===== src/rtl/dot_acc_pkg.sv =====
// Shared types and default sizing for the dot-product accumulator.
package dot_acc_pkg;
  localparam int DEF_N   = 5;
  localparam int DEF_LEN = 4;
  localparam int ACC_W   = 2 * DEF_N + $clog2(DEF_LEN);
  localparam int CNT_W   = $clog2(DEF_LEN);

  typedef enum logic {ST_ACC, ST_HOLD} state_e;
endpackage


===== src/rtl/dot_product_accumulator_acc_narrow.sv =====
// Narrows the accumulator to the output width: clamps when SATURATE_EN is defined, wraps otherwise.
module acc_narrow #(
  parameter int IN_W  = 12,
  parameter int OUT_W = 10
) (
  input  logic [IN_W-1:0]  acc_i,
  output logic [OUT_W-1:0] sum_o,
  output logic             ovf_o
);
`ifdef SATURATE_EN
  // The value fits only when every bit above the output sign bit matches the accumulator sign.
  always_comb begin
    sum_o = acc_i[OUT_W-1:0];
    ovf_o = 1'b0;
    if (acc_i[IN_W-1:OUT_W-1] != {(IN_W-OUT_W+1){acc_i[IN_W-1]}}) begin
      ovf_o = 1'b1;
      sum_o = acc_i[IN_W-1] ? {1'b1, {(OUT_W-1){1'b0}}} : {1'b0, {(OUT_W-1){1'b1}}};
    end
  end
`else
  logic unused_hi;
  assign sum_o     = acc_i[OUT_W-1:0];
  assign ovf_o     = 1'b0;
  assign unused_hi = ^acc_i[IN_W-1:OUT_W];
`endif
endmodule


===== src/rtl/dot_product_accumulator.sv =====
// Sums LEN signed products into one dot product and presents it narrowed on a valid/ready port.
// Output narrowing saturates when SATURATE_EN is defined, otherwise wraps.
module dot_product_accumulator
  import dot_acc_pkg::*;
#(
  parameter int N     = DEF_N,
  parameter int LEN   = DEF_LEN,
  parameter int OUT_W = 2 * N
) (
  input  logic             clk,
  input  logic             rst,
  input  logic             in_valid,
  output logic             in_ready,
  input  logic [2*N-1:0]   in_prod,
  output logic             out_valid,
  input  logic             out_ready,
  output logic [OUT_W-1:0] out_sum,
  output logic             out_ovf
);
  localparam int A_W = 2 * N + $clog2(LEN);
  localparam int C_W = $clog2(LEN);

  state_e           state_q, state_d;
  logic [C_W-1:0]   cnt_q, cnt_d;
  logic [A_W-1:0]   acc_q, acc_d;
  logic [OUT_W-1:0] out_sum_q, out_sum_d;
  logic             out_ovf_q, out_ovf_d;

  logic [A_W-1:0]   acc_sum;
  logic [OUT_W-1:0] nar_sum;
  logic             nar_ovf;

  assign in_ready  = (state_q == ST_ACC);
  assign out_valid = (state_q == ST_HOLD);
  assign out_sum   = out_sum_q;
  assign out_ovf   = out_ovf_q;

  // First product of a set restarts from zero, so no explicit clear cycle is needed.
  assign acc_sum = ((cnt_q == '0) ? '0 : acc_q)
                 + {{(A_W-2*N){in_prod[2*N-1]}}, in_prod};

  acc_narrow #(.IN_W(A_W), .OUT_W(OUT_W)) u_narrow (
    .acc_i (acc_sum),
    .sum_o (nar_sum),
    .ovf_o (nar_ovf)
  );

  always_comb begin
    state_d   = state_q;
    cnt_d     = cnt_q;
    acc_d     = acc_q;
    out_sum_d = out_sum_q;
    out_ovf_d = out_ovf_q;
    case (state_q)
      ST_ACC: begin
        if (in_valid) begin
          acc_d = acc_sum;
          if (cnt_q == C_W'(LEN - 1)) begin
            cnt_d     = '0;
            state_d   = ST_HOLD;
            out_sum_d = nar_sum;
            out_ovf_d = nar_ovf;
          end else begin
            cnt_d = cnt_q + 1'b1;
          end
        end
      end
      ST_HOLD: begin
        if (out_ready) state_d = ST_ACC;
      end
      default: state_d = ST_ACC;
    endcase
  end

  always_ff @(posedge clk or posedge rst) begin
    if (rst) begin
      state_q   <= ST_ACC;
      cnt_q     <= '0;
      acc_q     <= '0;
      out_sum_q <= '0;
      out_ovf_q <= 1'b0;
    end else begin
      state_q   <= state_d;
      cnt_q     <= cnt_d;
      acc_q     <= acc_d;
      out_sum_q <= out_sum_d;
      out_ovf_q <= out_ovf_d;
    end
  end
endmodule

===== config.mk =====
export PLATFORM = sky130hd
export DESIGN_NAME = dot_product_accumulator
export DESIGN_NICKNAME = d
export VERILOG_FILES = /design/src/rtl/dot_acc_pkg.sv /design/src/rtl/dot_product_accumulator_acc_narrow.sv /design/src/rtl/dot_product_accumulator.sv
export SDC_FILE = /design/constraint.sdc
export NUM_CORES = 1
export LEC_CHECK = 0
export CAP_MARGIN = 15
export CORE_UTILIZATION = 53
export CTS_BUF_LIST = sky130_fd_sc_hd__clkbuf_2 sky130_fd_sc_hd__clkbuf_4 sky130_fd_sc_hd__clkbuf_8
export CTS_CLUSTER_SIZE = 25
export DETAILED_ROUTE_END_ITERATION = 7
export PLACE_DENSITY = 0.81
export RECOVER_POWER = 100
export SYNTH_ARGS = -nofsm -noshare
export SYNTH_HDL_FRONTEND = slang
export SYNTH_SLANG_ARGS = --single-unit
export TNS_END_PERCENT = 20

===== constraint.sdc =====
create_clock -name clk -period 3.1 [get_ports clk]
set_input_delay 0.465 -clock clk [delete_from_list [all_inputs] [get_ports clk]]
set_output_delay 0.465 -clock clk [all_outputs]
set_load 0.02 [all_outputs]

Word-level counts from Yosys, hierarchy flattened
Index checks and enable logic that the tools add are counted.
- add/subtract/negate cells: 2
- eq/ne operators: 1
- multiplexer cells: 6
- bitwise gates (word level): 1
- reductions and logical operators: 3
- operator list (kind ; count):
    $add 12x12->12 ; 1
    $mux 12 ; 1
    $mux 1 ; 3
    $reduce_and 3->1 ; 1
    $add 2x1->2 const B ; 1
    $eq 2x2->1 const B ; 1
    $logic_not 2->1 ; 1
    $mux 2 ; 1
    $pmux 1 s2 ; 1
    $reduce_and 2->1 ; 1
    $not 1->1 ; 1
- register bits: 25
- input bits: 14
- output and inout port bits: 13
- word-level logic and storage cells: 17

Longest topological paths before layout
- word-level depth: 4
- depth in mapped cells: 12

Cells and area by module
A second synthesis with hierarchy kept.
- cell total of the unflattened synthesis: 166
- area total of the unflattened synthesis: 1641.6 um2
- modules (own cells, without submodules) (module ; instances ; cells each ; area each (um2) ; sequential area each (um2)):
    dot_product_accumulator ; 1 ; 154 ; 1555.2 ; 650.6
    acc_narrow ; 1 ; 12 ; 86.3 ; 0.0

Worst setup path before layout
OpenSTA, ideal clock, no wires.
- kind: reg-to-reg
- start point: reg cnt_q[0]
- end point: reg out_sum_q[9] (netlist: out_sum[9])
- setup time: 0.082 ns
- arrival: 2.298 ns
- data required time: 3.018 ns
- setup slack: 0.720 ns
- cell stages (with the launch flop): 11
- period minus slack after synthesis: 2.380 ns
- cell sequence: dfrtp_1 -> inv_1 -> ha_1 -> clkbuf_1 -> nor2b_1 -> ha_1 -> a21o_1 -> a31o_1 -> o21a_1 -> or3b_1 -> a31oi_1
- longest elaborated chain between the ends: 3
- ends and longest elaborated chain (what ; line ; RTL):
    start, declared ; dot_product_accumulator.sv:24 ; logic [C_W-1:0] cnt_q, cnt_d;
    start signal, assigned ; dot_product_accumulator.sv:84 ; cnt_q <= cnt_d;
    $logic_not 2->1 ; dot_product_accumulator.sv:39 ; assign acc_sum = ((cnt_q == '0) ? '0 : acc_q)
    $mux 12 ; dot_product_accumulator.sv:39 ;
    $add 12x12->12 ; dot_product_accumulator.sv:40 ; + {{(A_W-2*N){in_prod[2*N-1]}}, in_prod};
    end signal, assigned ; dot_product_accumulator.sv:86 ; out_sum_q <= out_sum_d;
    end, declared ; dot_product_accumulator.sv:26 ; logic [OUT_W-1:0] out_sum_q, out_sum_d;
Several ways; a longest one is shown, not always the timed one.
A chain may end at the register's enable or synchronous reset.

Worst setup path after layout
- start point: reg cnt_q[0]
- end point: reg acc_q[9]
- longest elaborated chain between the ends: 3
- ends and longest elaborated chain (what ; line ; RTL):
    $logic_not 2->1 ; dot_product_accumulator.sv:39 ;
    $mux 12 ; dot_product_accumulator.sv:39 ;
    $add 12x12->12 ; dot_product_accumulator.sv:40 ;
    end signal, assigned ; dot_product_accumulator.sv:79 ; acc_q <= '0;
    end signal, assigned ; dot_product_accumulator.sv:85 ; acc_q <= acc_d;
    end, declared ; dot_product_accumulator.sv:25 ; logic [A_W-1:0] acc_q, acc_d;
No other way between the ends.

==> summary.md <==
| Metric | Value |
|---|---|
| DRT Pass-1 Iters | 4 |
| Total track usage | 0.2245 |
| Initial antenna violation count | 0 |
| Finished Cell Area | 1702 um2 |
| Leakage dissipation | 0.8104 nW |
| Dpl hpwl | roughly 2.2 mm |
| Crit. End Element | flip-flop |
| Critical Path AT | 2.93 ns |
| Diode count | 0 |
| Total CTS buffers | 3 |
| Total power | 1.654 mW |
| Pwr Density | 972.1 nW/um2 |
| Post-layout nets | approximately 210 |
| Post-Syn Instances | 163 |
| Cts repair resizes | 0 |
| CTS Hold Buffers Added | 0 |
| Post-Synthesis Net Count | ~190 |
| Vias post-DR | about 1200 |
| Slew Viols, Final | 0 |
| Global-route wire length before repair | 4.588 mm |
| Max VDD drop | 0.0005781 V |
| Unrepaired setup endpoints after global routing | false |
| Max Cap Viol | 0 |
| Yosys reg bits | 23 |
| CTS Sinks | 23 |
| Max Root-Sink Buffers | 2 |
| Port buffer count | 25 |
| CTS tree | yes |
| Die Wd | 53.63 um |
| Mapped cell area | 1413 um2 |
| Largest net degree at the start of global routing | 24 |
| Synth-to-Final Area Change | 20.46% |
| CTS H-Tree Depth | 1 |
| Cell accounting for the most synthesized area | dfrtp_1 |
| Full die area | 2876 um2 |
| DRT antenna net count | 0 |
| Setup violators final | 0 |
| WL/cell | 13.14 um |
| Setup Total Neg Slack | 0 ns |
| Top cells by area, synth | dfrtp_1 41%, ha_1 9.7%, nand2_1 8.8% |
| Io pins | 27 |
| Final Skew | 0.003714 ns |
| Final hold vios | 0 |
| Dpl cell area | 1682 um2 |
| Worst-Skew Late Latency | 0.31 ns |
| # rows | 18 |
| Core area | 2500 um2 |
| Critical path startpoint category | flip-flop |
| Setup bufs post-CTS | 0 |
| Cell variety after synth | 32 |
| Placer congestion estimate | 0.8508 |
| Root Buffer | clkbuf_4 |
| Post-route DRC | 0 |
| Final WL | roughly 2.9 mm |
| Crit Path Max Fanout | 11 |
| Tmin final | 2.687 ns |
| Ys Warns | 0 |
| Vias in the first global route | 1111 |
| Initial Util | 0.5651 |
| Share of cells above drive strength 1 | 0.03209 |
| Status | complete, no violations |
| Fmax | between 0.3 and 0.4 GHz |
| WP data required | 3.34 ns |
| Worst-path clk slew | roughly 0.14 ns |
| Start-to-end type of the worst setup path | reg -> reg |
| Worst-Margin Slew | 0.8935 ns |
| Part of the cycle the worst path needs | 0.8666 |
| Top-area cell type share of the netlist area | 0.4074 |
| Grt ovf | 0 |
| Via/cell ratio | 5.553 |
| # fillers | 205 |
| Chip height | 53.63 um |
| Hold Path Class | reg -> reg |
| Seq/Total Area, Yosys | 0.4074 |
| Avg Cell Area, Syn | approximately 8.7 um2 |
| Slew margin rel. | 0.4037 |
| First DRT Iteration DRCs | 26 |
-- worst max-delay path, stage by stage (launching register included) --
cell,delay (ns)
dfrtp_1,0.41
inv_1,0.07
ha_1,0.40
nor2b_1,0.09
ha_1,0.35
a21oi_1,0.41
o21ai_2,0.15
or2_2,0.29
o221ai_1,0.23
mux2i_1,0.21
-- flip-flops by register name, summed over array words and instances (netlist names) --
signal and flops:
acc_q 10, out_valid 1, out_sum 10, cnt_q 2
-- final timing paths --
| kind | start | endpoint | slack, ns | cells after the start |
|---|---|---|---|---|
| worst min-delay path | acc_q[0] | acc_q[0] | 0.48 | 2 |
| min in group asynchronous | rst | out_sum[0] | 0.76 | 2 |
| worst max register to register | cnt_q[0] | acc_q[9] | 0.41 | 9 |
| worst min register to register | acc_q[0] | acc_q[0] | 0.48 | 2 |
| worst max-delay path | cnt_q[0] | acc_q[9] | 0.41 | 9 |
| max in group asynchronous | rst | acc_q[4] | 1.79 | 2 |
-- cell type report --
type / instances / area (um2) / area share
Tap cell: 30 / 37.54 / 0.02206
Inverter: 7 / 26.28 / 0.01544
Sequential cell: 23 / 575.6 / 0.3382
Clock buffer: 3 / 22.52 / 0.01324
Multi-Input combinational cell: 127 / 780.7 / 0.4588
Timing Repair Buffer: 26 / 254.0 / 0.1493
Clock inverter: 1 / 5.005 / 0.002941
-- power breakdown --
group	switching, mW	total, mW	internal (mW)
logic	0.572	0.995	0.423
clock network	0.0943	0.142	0.0481
registers	0.0739	0.516	0.442
-- through the flow --
step,util,cells,hold WS (ns),setup WS [ns]
global route,0.6807,217,0.5094,0.2380
global placement,0.6727,213,0.4520,0.6787
detailed placement,0.6727,213,0.4554,0.5540
CTS,0.6837,217,0.4878,0.5448
floorplan,-,163,0.4379,0.7201
finish,0.6807,217,0.4803,0.4135
-- per-layer routing --
layer | GRT usage | vias up | routed length, um
met5 | 0 | - | 0
li1 | - | 602 | -
met3 | 0.03955 | 2 | 91
met1 | 0.2735 | 578 | 1297
met2 | 0.3938 | 23 | 1442
met4 | 0.07895 | 0 | 20
-- logic make-up after synthesis --
| group | after synthesis | synth area share |
|---|---|---|
| DFF | 23 | 0.4074 |
| muxes | 2 | 0.01417 |
| buffers and inverters | 13 | 0.03721 |
| xor gates and xnor gates | 6 | 0.03721 |
| adders and majority gates | 12 | 0.1116 |
| AOI/OAI and AO/OA | 37 | 0.1612 |
| other | 1 | 0.002655 |
| and+or+nand+nor | 69 | 0.2285 |
-- Yosys cell counts --
cell / count
conb_1: 1
buf_4: 1
mux2i_1: 2
o2111ai_1: 1
or2_2: 1
o221ai_1: 1
or3_1: 1
o21ai_0: 17
nor2b_1: 11
o21bai_1: 2
a211o_1: 2
nor2_1: 9
inv_1: 7
o21a_1: 1
xnor2_1: 3
a31o_1: 1
a31oi_1: 1
xor2_1: 3
dfrtp_1: 23
a21oi_2: 1
clkbuf_1: 5
a21oi_1: 6
nand4_1: 4
nand3_1: 5
nand2_1: 33
a21o_1: 3
fa_1: 1
ha_1: 11
and2_1: 1
or3b_1: 1
o21ai_2: 1
nand2b_1: 3
-- placed cells by master, fill, tap and decap left out, drive strengths merged, types with 2 or more instances in the layout --
| cell type | Yosys | routed |
|---|---|---|
| nor2b | 11 | 11 |
| a211o | 2 | 2 |
| nor2 | 9 | 9 |
| nand4 | 4 | 4 |
| a21o | 3 | 3 |
| xnor2 | 3 | 3 |
| xor2 | 3 | 3 |
| clkbuf | 5 | 4 |
| a21oi | 7 | 7 |
| nand2 | 33 | 33 |
| nand2b | 3 | 3 |
| ha | 11 | 11 |
| dfrtp | 23 | 23 |
| inv | 7 | 7 |
| dlygate4sd3 | 0 | 14 |
| mux2i | 2 | 2 |
| clkdlybuf4s50 | 0 | 11 |
| nand3 | 5 | 5 |
| o21ai | 18 | 18 |
| o21bai | 2 | 2 |
(Power assumes the default switching activity.)
